$ cat src/rtl/cmos_frame_align.sv
// -----------------------------------------------------------------------------
// cmos_frame_align
//
// CMOS sensor capture front end, running entirely in the cmos_pclk domain.
// It sits between the sensor pins and the frame-write path and:
//   * delays href and pixel data by DELAY register stages,
//   * detects frame start on the selected vsync polarity and emits a
//     one-cycle pulse for every kept frame,
//   * drops the partial frame seen after reset and decimates frames by
//     keeping one frame, then dropping FRAME_SKIP frames,
//   * measures pixels per line and lines per frame for resolution checks.
//
// Ports
//   cmos_pclk        in   1       pixel clock (only clock)
//   rst              in   1       asynchronous, active-high reset
//   cmos_href        in   1       line valid from sensor
//   cmos_vsync       in   1       frame sync from sensor
//   cmos_data        in   DATA_W  pixel data
//   cmos_href_delay  out  1       delayed href, forced low in dropped frames
//   cmos_data_delay  out  DATA_W  delayed data, never gated
//   vsync_pulse      out  1       one-cycle pulse at start of each kept frame
//   frame_valid      out  1       high while the current frame is kept
//   pix_cnt          out  CNT_W   href-high cycles so far in current line
//   line_cnt         out  CNT_W   completed lines in current frame
//   line_len         out  CNT_W   pixel count of last completed line
//   frame_lines      out  CNT_W   line count of last completed frame
// -----------------------------------------------------------------------------
module cmos_frame_align #(
    parameter int DATA_W     = 16,
    parameter int DELAY      = 2,
    parameter int VS_POL     = 1,
    parameter int FRAME_SKIP = 0,
    parameter int CNT_W      = 12
) (
    input  logic              cmos_pclk,
    input  logic              rst,
    input  logic              cmos_href,
    input  logic              cmos_vsync,
    input  logic [DATA_W-1:0] cmos_data,
    output logic              cmos_href_delay,
    output logic [DATA_W-1:0] cmos_data_delay,
    output logic              vsync_pulse,
    output logic              frame_valid,
    output logic [CNT_W-1:0]  pix_cnt,
    output logic [CNT_W-1:0]  line_cnt,
    output logic [CNT_W-1:0]  line_len,
    output logic [CNT_W-1:0]  frame_lines
);

    // Skip counter needs at least one bit even when every frame is kept.
    localparam int                SKIP_W    = (FRAME_SKIP > 0) ? $clog2(FRAME_SKIP + 1) : 1;
    localparam logic [SKIP_W-1:0] SKIP_LAST = SKIP_W'(FRAME_SKIP);
    localparam logic              POL       = (VS_POL != 0);
    localparam logic [CNT_W-1:0]  CNT_MAX   = '1;

    // Saturating increment shared by the pixel and line counters.
    function automatic logic [CNT_W-1:0] sat_inc(input logic [CNT_W-1:0] v);
        return (v == CNT_MAX) ? v : v + CNT_W'(1);
    endfunction

    // -------------------------------------------------------------------------
    // State
    // -------------------------------------------------------------------------
    logic [DELAY-1:0]             href_pipe_q, href_pipe_d;
    logic [DELAY-1:0][DATA_W-1:0] data_pipe_q, data_pipe_d;

    logic              v0_q, v0_d;
    logic              v1_q, v1_d;

    logic              armed_q, armed_d;
    logic [SKIP_W-1:0] skip_cnt_q, skip_cnt_d;
    logic              frame_valid_q, frame_valid_d;
    logic              vsync_pulse_q, vsync_pulse_d;

    logic              hd_prev_q, hd_prev_d;
    logic [CNT_W-1:0]  pix_cnt_q, pix_cnt_d;
    logic [CNT_W-1:0]  line_cnt_q, line_cnt_d;
    logic [CNT_W-1:0]  line_len_q, line_len_d;
    logic [CNT_W-1:0]  frame_lines_q, frame_lines_d;

    logic              hd;        // ungated href at the end of the delay line
    logic              vs_edge;   // frame-start edge seen on synchronised vsync
    logic              line_end;  // falling edge of hd

    // -------------------------------------------------------------------------
    // href / data delay line
    // -------------------------------------------------------------------------
    always_comb begin
        href_pipe_d    = '0;
        data_pipe_d    = '0;
        href_pipe_d[0] = cmos_href;
        data_pipe_d[0] = cmos_data;
        for (int i = 1; i < DELAY; i++) begin
            href_pipe_d[i] = href_pipe_q[i-1];
            data_pipe_d[i] = data_pipe_q[i-1];
        end
    end

    assign hd = href_pipe_q[DELAY-1];

    // -------------------------------------------------------------------------
    // vsync edge detection
    // -------------------------------------------------------------------------
    assign v0_d    = cmos_vsync;
    assign v1_d    = v0_q;
    assign vs_edge = (v0_q == POL) && (v1_q != POL);

    // -------------------------------------------------------------------------
    // Frame selection: the first edge after reset always starts a kept frame,
    // afterwards one frame in every FRAME_SKIP+1 is kept.
    // -------------------------------------------------------------------------
    always_comb begin
        armed_d       = armed_q;
        skip_cnt_d    = skip_cnt_q;
        frame_valid_d = frame_valid_q;
        vsync_pulse_d = 1'b0;
        if (vs_edge) begin
            if (!armed_q) begin
                armed_d       = 1'b1;
                skip_cnt_d    = '0;
                frame_valid_d = 1'b1;
            end else begin
                skip_cnt_d    = (skip_cnt_q == SKIP_LAST) ? '0 : skip_cnt_q + SKIP_W'(1);
                frame_valid_d = (skip_cnt_d == '0);
            end
            vsync_pulse_d = frame_valid_d;
        end
    end

    // -------------------------------------------------------------------------
    // Resolution counters: run in every frame, kept or dropped.
    // A line ending on the same cycle as a frame edge is still counted into
    // the frame it belongs to before the counters clear.
    // -------------------------------------------------------------------------
    assign line_end  = !hd && hd_prev_q;
    assign hd_prev_d = hd;

    always_comb begin
        pix_cnt_d     = pix_cnt_q;
        line_cnt_d    = line_cnt_q;
        line_len_d    = line_len_q;
        frame_lines_d = frame_lines_q;
        if (vs_edge) begin
            if (line_end) begin
                line_len_d    = pix_cnt_q;
                frame_lines_d = sat_inc(line_cnt_q);
            end else begin
                frame_lines_d = line_cnt_q;
            end
            line_cnt_d = '0;
            pix_cnt_d  = '0;
        end else if (hd) begin
            pix_cnt_d = sat_inc(pix_cnt_q);
        end else if (line_end) begin
            line_len_d = pix_cnt_q;
            line_cnt_d = sat_inc(line_cnt_q);
            pix_cnt_d  = '0;
        end
    end

    // -------------------------------------------------------------------------
    // Registers
    // -------------------------------------------------------------------------
    always_ff @(posedge cmos_pclk or posedge rst) begin
        if (rst) begin
            href_pipe_q   <= '0;
            data_pipe_q   <= '0;
            v0_q          <= 1'b0;
            v1_q          <= 1'b0;
            armed_q       <= 1'b0;
            skip_cnt_q    <= '0;
            frame_valid_q <= 1'b0;
            vsync_pulse_q <= 1'b0;
            hd_prev_q     <= 1'b0;
            pix_cnt_q     <= '0;
            line_cnt_q    <= '0;
            line_len_q    <= '0;
            frame_lines_q <= '0;
        end else begin
            href_pipe_q   <= href_pipe_d;
            data_pipe_q   <= data_pipe_d;
            v0_q          <= v0_d;
            v1_q          <= v1_d;
            armed_q       <= armed_d;
            skip_cnt_q    <= skip_cnt_d;
            frame_valid_q <= frame_valid_d;
            vsync_pulse_q <= vsync_pulse_d;
            hd_prev_q     <= hd_prev_d;
            pix_cnt_q     <= pix_cnt_d;
            line_cnt_q    <= line_cnt_d;
            line_len_q    <= line_len_d;
            frame_lines_q <= frame_lines_d;
        end
    end

    // -------------------------------------------------------------------------
    // Outputs
    // -------------------------------------------------------------------------
    assign cmos_href_delay = hd && frame_valid_q;
    assign cmos_data_delay = data_pipe_q[DELAY-1];
    assign vsync_pulse     = vsync_pulse_q;
    assign frame_valid     = frame_valid_q;
    assign pix_cnt         = pix_cnt_q;
    assign line_cnt        = line_cnt_q;
    assign line_len        = line_len_q;
    assign frame_lines     = frame_lines_q;

endmodule

$ cat config.mk
export PLATFORM = sky130hd
export DESIGN_NAME = cmos_frame_align
export DESIGN_NICKNAME = d
export VERILOG_FILES = /design/src/rtl/cmos_frame_align.sv
export SDC_FILE = /design/constraint.sdc
export NUM_CORES = 1
export LEC_CHECK = 0
export ABC_AREA = 1
export CAP_MARGIN = 10
export CORE_UTILIZATION = 45
export DETAILED_ROUTE_END_ITERATION = 10
export GPL_ROUTABILITY_DRIVEN = 0
export PLACE_DENSITY = 0.77
export SYNTH_ARGS = -nofsm -noshare
export SYNTH_HDL_FRONTEND = slang
export SYNTH_SLANG_ARGS = --single-unit
$ cat constraint.sdc
create_clock -name cmos_pclk -period 4.65 [get_ports cmos_pclk]
set_clock_uncertainty 0.2 [all_clocks]
set_input_delay 0.93 -clock cmos_pclk [delete_from_list [all_inputs] [get_ports cmos_pclk]]
set_output_delay 0.93 -clock cmos_pclk [all_outputs]
set_load 0.02 [all_outputs]
# ---- Word-level counts from Yosys, hierarchy flattened
# Cells that the tools add are included.
dict set report word_totals {
  regBits 89
  input_bits 20
  output_inout_bits 67
  word_cells 44
}
dict set report op_classes {
  addsub 3
  n_eq_ne 4
  muxes 15
  bitwise_logic 2
  n_reduce_logical 6
}
# op count
set ops {}
lappend ops {{12-bit 2-to-1 mux} 11}
lappend ops {{12-bit by 1-bit adder with 12-bit output, second input constant} 2}
lappend ops {{12-bit == test, second input constant} 2}
lappend ops {{1-bit 2-to-1 mux} 4}
lappend ops {{1-bit logical AND} 3}
lappend ops {{3-bit inequality test, second input constant} 1}
lappend ops {{3-bit nonzero test} 1}
lappend ops {{2-bit by 1-bit inequality test with 1-bit output, second input constant} 1}
lappend ops {{1-bit inverter} 2}
lappend ops {{2-bit AND reduction} 1}
lappend ops {{1-bit adder, second input constant} 1}
lappend ops {{1-bit logical NOT} 1}

# ---- Logic depth before layout (Yosys ltp)
# Gate-level depths: netlist (run 1).
dict set report logic_depth {
  word_depth 5
  ltp_mapped 9
  ltp_nobuf 9
}

# ---- Least setup slack after synthesis (run 1)
# No wires, ideal clock.
dict set report synth_path {
  kind {register to output}
  startpoint {register href_pipe_q[1]}
  endpoint {output cmos_href_delay}
  arrival_time_ps 761
  t_required_ps 3520
  setup_slack_ps 2759
  stages_incl_launch_ff 4
  path_buffers 1
  cell_sequence {dfrtp_1 -> buf_6 -> nand2_1 -> inv_1}
}
dict set report synth_between {
  elab_chain_len 1
}
# item line_no
set synth_rtl {}
lappend synth_rtl {{from (decl)} 64} ;# logic [DELAY-1:0] href_pipe_q, href_pipe_d;
lappend synth_rtl {{from (signal assigned)} 180} ;# href_pipe_q <= href_pipe_d;
lappend synth_rtl {{1-bit logical AND} 199} ;# assign cmos_href_delay = hd && frame_valid_q;
lappend synth_rtl {{to (decl)} 40} ;# output logic cmos_href_delay,
# No other way between the ends.

# ---- Worst setup path after layout (run 1)
# Ends and elaborated chain as after synthesis.

==> flow_metrics.py, run 1 <==
metrics = {
    "power": {
        "vdd_drop_max_mv": 0.236,
        "total_power_mw": 1.50,
        "powerDensity_mw_per_mm2": 320,
        "p_leak_nw": 2.14,
    },
    "clock_tree": {
        "clk_latency_ns": 0.35,
        "ctsHoldBuffers": 0,
        "ctsHtreeMaxLevel": 3,
        "cts-root-buf": "clkbuf_8",
        "cts.sinks": 87,
        "clkTransAtPathRegs_ns": 0.08,
        "cts_max_path_buffers": 2,
        "post_cts_resized": 0,
        "post_cts_buffers": 0,
        "cts_tree": "done",
        "cts_buffers": 9,
    },
    "synthesis": {
        "synth_top_family_by_area": "simple AND/OR/NAND/NOR gates",
        "syn-cell-area_mm2": 0.00352,
        "synth_top_area_cell": "dfrtp_1",
        "ys_seq_area_share_pct": 61.9,
        "synth_fa_ha_area_share_pct": 0.711,
        "ys.warnings.count": 0,
        "ys_types": 30,
        "synth-compound-area-share_pct": 5.83,
        "synth.top_cell.area_share_pct": 61.9,
        "yosys.area_share.simple_pct": 25.5,
        "synth_area_leaders": "dfrtp_1 62%, nand2_1 11%, inv_1 3.5%, nand3_1 2.7%, o21ai_0 2.7%",
        "synth_xor_xnor_area_share_pct": 0.747,
        "synth-seq-cells": 87,
        "syn_inst": 359,
        "muxShareOfSynthArea_pct": 0,
        "syn_nets": 381,
        "avgSynthCellArea_um2": 9.80,
    },
    "finish": {
        "instances_no_fill": 555,
        "drive_above_1_share_pct": 11.4,
        "nets": 473,
        "antenna_cells": 0,
        "areaGrowthSynthToFinish_pct": 33.2,
    },
    "timing": {
        "finalHoldWorstSlack_ns": 0.152,
        "slew_headroom_pct": 54.6,
        "worstMarginPinSlew_ns": 0.681,
        "max_clock_freq_ghz": 0.342,
        "setup_viol": 0,
        "fin_crit_sh_pct": 62.9,
        "drv_slew": 0,
        "setup_slack_ns": 1.72,
        "fin_tns_setup_ns": 0,
        "final_hold_viol_count": 0,
        "rsz0062_at_grt": "no",
        "period_minus_slack_ns": 2.93,
    },
    "die": {
        "die_h_um": 90.4,
        "ioPinCount": 87,
        "start_util_pct": 47.5,
        "core-area_mm2": 0.00741,
        "rows": 31,
        "die-width_um": 90.4,
        "die-area_mm2": 0.00817,
    },
    "drt": {
        "antenna_left": 0,
        "drt-initial-drc-count": 212,
        "drt_pass1_iterations": 5,
        "drc_errors": 0,
        "num_vias": 2734,
        "postRouteWirelength_mm": 7.10,
        "wl_per_cell_um": 12.8,
        "via_per_inst": 4.93,
    },
    "placed_design": {
        "port-buffer-count": 86,
        "place_inst": 539,
        "dpl.hpwl_mm": 5.00,
        "dp_slack_ns": 2.11,
    },
    "grt": {
        "grt_util_all_layers_pct": 18.9,
        "grt.overflow.total": 0,
        "grt_max_degree": 50,
        "antenna_found_initial": 0,
        "grt_pass1_wl_mm": 12.3,
        "grt_pass1_vias": 2648,
    },
    "flow_run": {
        "cap_violations": 0,
    },
    "critical_path": {
        "worstPathRequired_ns": 3.52,
        "path_class": "register to output pin",
        "end_kind": "output pin",
        "critPathLaunchType": "register",
        "crit_fanout": 13,
        "cp.arrival_ns": 1.80,
    },
    "worst_hold_path": {
        "hold_path_class": "register to register",
    },
    "outcome": {
        "status": "finished, final reports clean",
    },
}
==> sequential cells by signal, indices dropped and copies added, names as in the netlist <==
name	cells
cmos_data_delay	16
data_pipe_d	16
frame_lines	12
line_cnt	12
line_len	12
pix_cnt	12
href_pipe_q	2
armed_q	1
hd_prev_q	1
v0_q	1
v1_q	1
vsync_pulse	1
==> layout make-up <==
class                           count  area, µm²
Multi-Input combinational cell    228       1150
Sequential cell                    87       2180
Clock inverter                      4       52.6
Clock buffer                       12        155
Tap cell                           99        124
Inverter                           36        139
Timing Repair Buffer               89        883
Fill cell                         605       2730
==> synth_stat cells (all sizes together) <==
library cell	count
xnor2	1
dfrtp	87
a31oi	2
or2	5
xor2	2
ha	2
inv	36
o21ai	26
nand3	26
nor2	26
nand3b	3
nand4	15
nand2	112
clkbuf	3
a21oi	8
buf	5
==> kinds of logic (layout without fill, tap and decap cells) <==
family / after synthesis / in the layout
AOI/OAI and AO/OA: 36 / 36
xor gates and xnor gates: 3 / 3
adders and majority gates: 2 / 2
buffers and inverters: 44 / 141
DFF: 87 / 87
and+or+nand+nor: 187 / 187
==> per-layer routing <==
metal | up-vias | routed length [µm] | GRT usage (%)
met5 | - | 0 | 0
met4 | 0 | 84 | 7.66
li1 | 1337 | - | -
met3 | 8 | 534 | 5.22
met1 | 1302 | 3250 | 25.1
met2 | 87 | 3230 | 29.6
==> critical path: stages, from the launching register on <==
cell             delay, ns
dfrtp_1               0.65
nand2_1               0.11
inv_1                 0.07
clkdlybuf4s50_1       0.63
==> report_power, final <==
part,internal [mW],switching (mW)
registers,0.787,0.0204
logic,0.0688,0.0881
clock network,0.280,0.256
==> layout by cell type, fill, tap and decap left out, drive strengths merged, types with 5 or more instances in the layout <==
| cell | synthesis | routed |
|---|---|---|
| inv | 36 | 36 |
| nand2 | 112 | 112 |
| clkbuf | 3 | 12 |
| nand3 | 26 | 26 |
| o21ai | 26 | 26 |
| or2 | 5 | 5 |
| nand4 | 15 | 15 |
| nor2 | 26 | 26 |
| clkdlybuf4s50 | 0 | 86 |
| dfrtp | 87 | 87 |
| a21oi | 8 | 8 |
==> stage by stage <==
stage	area, µm²	util, %
after floorplan	3520	-
after global placement	4480	60.4
after detailed placement	4480	60.4
after CTS	4680	63.2
after global routing	4680	63.2
final	4680	63.2
==> final timing paths <==
check                                          startpoint                            to  slack, ns  depth (start not counted)
worst max-delay path             href_pipe_q[1]$_DFF_PP0_               cmos_href_delay       1.72                          3
worst min-delay path            data_pipe_d[25]$_DFF_PP0_  cmos_data_delay[9]$_DFF_PP0_       0.15                          0
worst max register to register   href_pipe_q[1]$_DFF_PP0_    frame_lines[7]$_DFFE_PP0P_       2.71                          8
min in group asynchronous                             rst        pix_cnt[0]$_DFFE_PP0P_       0.58                          2
worst min register to register  data_pipe_d[25]$_DFF_PP0_  cmos_data_delay[9]$_DFF_PP0_       0.15                          0
max in group asynchronous                             rst    frame_lines[5]$_DFFE_PP0P_       2.84                          3
(Power assumes the default switching activity.)
==> inputs of run 2 (changes only) <==
==> constraint.sdc (replaced) <==
create_clock -name cmos_pclk -period 2.9 [get_ports cmos_pclk]
set_clock_uncertainty 0.2 [all_clocks]
set_input_delay 0.58 -clock cmos_pclk [delete_from_list [all_inputs] [get_ports cmos_pclk]]
set_output_delay 0.58 -clock cmos_pclk [all_outputs]
set_load 0.02 [all_outputs]
==> flow_metrics.py, run 2 (synthesis results as in run 1) <==
metrics = {
    "die": {
        "die-width_um": 90.4,
        "core-area_mm2": 0.00741,
        "rows": 31,
        "die_h_um": 90.4,
        "start_util_pct": 47.5,
        "ioPinCount": 87,
        "die-area_mm2": 0.00817,
    },
    "critical_path": {
        "end_kind": "output pin",
        "worst_r2r_startpoint": "v0_q$_DFF_PP0_",
        "max_stage_delay_ns": 0.61,
        "cp-startpoint": "href_pipe_q[1]$_DFF_PP0_",
        "endpoint": "cmos_href_delay",
        "crit_fanout": 13,
        "critPathLaunchType": "register",
        "slowest_stage": "clkdlybuf4s50_1",
        "worstPathRequired_ns": 2.12,
        "rr_endpoint": "armed_q$_DFFE_PP0P_",
        "path_class": "register to output pin",
        "ff2ff_path_depth": 4,
        "worstPathCellList": "buf_4 > nand2_1 > inv_1 > clkdlybuf4s50_1",
        "cp.arrival_ns": 1.59,
        "r2r_slack_ns": 0.87,
    },
    "drt": {
        "drt_pass1_iterations": 4,
        "via_per_inst": 4.98,
        "num_vias": 2765,
        "postRouteWirelength_mm": 7.18,
        "antenna_left": 0,
        "drc_errors": 0,
        "wl_per_cell_um": 12.9,
        "drt-initial-drc-count": 244,
    },
    "finish": {
        "areaGrowthSynthToFinish_pct": 33.4,
        "layout_common_cells": "107 x nand2_1, 87 x dfrtp_1, 86 x clkdlybuf4s50_1",
        "layout.cells.most_common": "nand2_1",
        "final_util_pct": 63.3,
        "antenna_cells": 0,
        "drive_above_1_share_pct": 11.6,
        "fin_area_mm2": 0.00469,
        "nets": 474,
    },
    "timing": {
        "drv_slew": 0,
        "fin_crit_sh_pct": 81.6,
        "max_clock_freq_ghz": 0.423,
        "setup_viol": 0,
        "rsz0062_at_grt": "no",
        "worstMarginPinSlew_ns": 0.711,
        "final_hold_viol_count": 0,
        "finalHoldWorstSlack_ns": 0.153,
        "fin_tns_setup_ns": 0,
        "period_minus_slack_ns": 2.37,
        "slew_headroom_pct": 52.5,
    },
    "clock_tree": {
        "post_cts_resized": 0,
        "ctsHtreeMaxLevel": 3,
        "ctsHoldBuffers": 0,
        "cts_max_path_buffers": 2,
        "cts_buffers": 9,
        "cts-root-buf": "clkbuf_8",
        "post_cts_buffers": 0,
        "clk_latency_ns": 0.35,
        "cts_tree": "done",
        "clkTransAtPathRegs_ns": 0.08,
        "cts.sinks": 87,
    },
    "grt": {
        "grt.overflow.total": 0,
        "grt_pass1_vias": 2617,
        "grt_max_degree": 48,
        "grt_util_all_layers_pct": 19.2,
        "antenna_found_initial": 0,
        "grt_pass1_wl_mm": 12.4,
    },
    "outcome": {
        "status": "finished, final reports clean",
    },
    "power": {
        "vdd_drop_max_mv": 0.387,
        "p_leak_nw": 2.13,
        "total_power_mw": 2.37,
        "powerDensity_mw_per_mm2": 504,
    },
    "placed_design": {
        "port-buffer-count": 86,
        "dpl.hpwl_mm": 5.25,
        "place_area_mm2": 0.00450,
    },
    "flow_run": {
        "cap_violations": 0,
    },
    "worst_hold_path": {
        "hold_path_class": "register to register",
    },
}
-- run 2: cell types whose count changed in the layout (fill, tap and decap cells not counted), sizes merged --
| cell | before | now |
|---|---|---|
| buf | 3 | 4 |
| clkinv | 3 | 1 |
| clkbuf | 12 | 9 |
| clkinvlp | 0 | 4 |
-- run 2: final cells by class --
| class | instances | area [µm²] |
|---|---|---|
| clock buffer | 9 | 124 |
| clock inverter | 6 | 70.1 |
| fill | 629 | 2720 |
| inverter | 36 | 141 |
| multi-input combinational | 228 | 1150 |
| sequential | 87 | 2180 |
| tap | 99 | 124 |
| timing repair buffer | 90 | 903 |
-- run 2: worst max-delay path, delay by kind of cell, from the launching register on --
family	cells	cell delay, ns
buffers and inverters	3	0.85
DFF	1	0.33
and+or+nand+nor	1	0.07
-- run 2: through the flow --
| step | setup slack, ns | cells |
|---|---|---|
| 5_1_grt | 0.435 | 555 |
| 2_1_floorplan | 1.11 | 359 |
| 3_3_place_gp | 0.893 | 540 |
| 4_1_cts | 0.502 | 555 |
| 6_report | 0.534 | 555 |
| 3_5_place_dp | 0.880 | 540 |
-- run 2: layer usage --
metal / up-vias / wire (µm) / track usage (%)
met4: 0 / 115 / 8.20
li1: 1338 / - / -
met2: 103 / 3360 / 28.6
met1: 1309 / 3160 / 25.8
met3: 15 / 550 / 6.14
met5: - / 0 / 0
-- run 2: how the worst min path moves through the flow --
stage | slack (ns) | endpoint | cells after the start | startpoint
global placement | 0.13 | cmos_data_delay[5]$_DFF_PP0_ | 0 | data_pipe_d[21]$_DFF_PP0_
global route | 0.16 | href_pipe_q[1]$_DFF_PP0_ | 0 | href_pipe_q[0]$_DFF_PP0_
finish | 0.15 | href_pipe_q[1]$_DFF_PP0_ | 0 | href_pipe_q[0]$_DFF_PP0_
floorplan | 0.13 | cmos_data_delay[0]$_DFF_PP0_ | 0 | data_pipe_d[16]$_DFF_PP0_
detailed placement | 0.14 | cmos_data_delay[13]$_DFF_PP0_ | 0 | data_pipe_d[29]$_DFF_PP0_
CTS | 0.15 | href_pipe_q[1]$_DFF_PP0_ | 0 | href_pipe_q[0]$_DFF_PP0_
-- run 2: power by group --
group	total [mW]	leakage, nW	internal [mW]	switching [mW]
clock network	0.818	0.0879	0.397	0.421
registers	1.29	1.11	1.26	0.0300
logic	0.257	0.933	0.113	0.144
total	2.37	2.13	1.77	0.595
==> variant, RTL diff (flow settings as in run 1) <==
`data_pipe_q` no longer has a reset.
--- a/src/rtl/cmos_frame_align.sv
+++ b/src/rtl/cmos_frame_align.sv
@@ -166,3 +166,2 @@
             href_pipe_q   <= '0;
-            data_pipe_q   <= '0;
             v0_q          <= 1'b0;
@@ -180,3 +179,2 @@
             href_pipe_q   <= href_pipe_d;
-            data_pipe_q   <= data_pipe_d;
             v0_q          <= v0_d;
@@ -195,2 +193,6 @@
 
+    always_ff @(posedge cmos_pclk) begin
+        data_pipe_q <= data_pipe_d;
+    end
+
     // -------------------------------------------------------------------------
Formal check against the unedited RTL: not equivalent (a bounded check fails within 4 cycles, from zero or initial values and one cycle with rst high).
==> variant against run 1 <==
Area after synthesis is 4.6% lower; routed wire length is 5.0% lower; sequential cell count stayed put; final cell count is 1.1% lower; die area is 4.5% lower; worst setup slack worse by 0.066 ns; clock power is 1% lower; synthesized cell count is 0.84% lower; power is 1.0% lower; cell area is 3.6% lower; first-iteration DRC count is 46% lower; largest power group unchanged.
==> variant: results <==
{
  "r2r_end": "pix_cnt[5]$_DFFE_PP0P_",
  "fin_nets": 467,
  "critPathMaxFanout": 12,
  "grt_use_met3": 0.0532,
  "cts_buffers": 9,
  "ir_worst_vdd_mv": 0.242,
  "use_met2": 0.283,
  "synth_common_cells": "nand2_1 (106), dfrtp_1 (55), dfxtp_1 (32)",
  "cts_resized": 0,
  "async_flop_share": 0.632,
  "synth_area_leaders": "dfrtp_1 (41%), dfxtp_1 (19%), nand2_1 (12%)",
  "place_area_um2": 4290,
  "grt_usage": 0.184,
  "finalWirelength_um": 6750,
  "critPathMaxStageDelay_ns": 0.70,
  "drive_gt1_frac": 0.109,
  "hp-start": "data_pipe_d[26]$_DFF_P_",
  "path_delay_family": "flip-flops",
  "wl_met2_um": 3230,
  "p_comb_w": 0.000149,
  "dp_hpwl_um": 4820,
  "rrSetupSlack_ns": 2.43,
  "worstPathArrival_ns": 1.86,
  "grtUsageMet1": 0.244,
  "reg2reg_from": "v1_q$_DFF_PP0_",
  "yosysUniqueCellTypes": 31,
  "status": "finished, final reports clean",
  "met1Wirelength_um": 3040,
  "sw_frac_of_total": 0.255,
  "wl_met3_um": 379,
  "synth_nets": 378,
  "leakage_nw": 2.02,
  "grt_max_degree": 56,
  "hold_path_end": "cmos_data_delay[10]$_DFF_P_",
  "slew_headroom": 0.473
}
==> variant: layout make-up <==
cell class	count	area (um^2)
fillers	632	2700
flip-flops and latches	87	2020
multi-input cells	226	1160
repair buffers	87	881
inverters	34	128
clock buffers	9	124
well taps	99	124
clock inverters	7	78.8
==> variant: stage by stage <==
stage | hold slack, ns | worst slack [ns] | std cells | total power [W]
final | 0.130 | 1.66 | 549 | 0.00148
after global routing | 0.138 | 1.53 | 549 | 0.00155
after CTS | 0.132 | 1.64 | 548 | 0.00150
after detailed placement | 0.112 | 2.04 | 532 | 0.000970
after global placement | 0.110 | 2.07 | 532 | 0.000966
after floorplan | 0.110 | 2.18 | 356 | 0.000897
==> variant: cell families after synthesis <==
| kind of cell | after synthesis | synth area share |
|---|---|---|
| buffers and inverters | 43 | 0.0533 |
| XOR/XNOR | 3 | 0.00783 |
| flip-flops | 87 | 0.601 |
| AND/OR/NAND/NOR | 186 | 0.268 |
| adder cells (fa/ha/maj) | 2 | 0.00745 |
| AO/OA/AOI/OAI | 35 | 0.0626 |
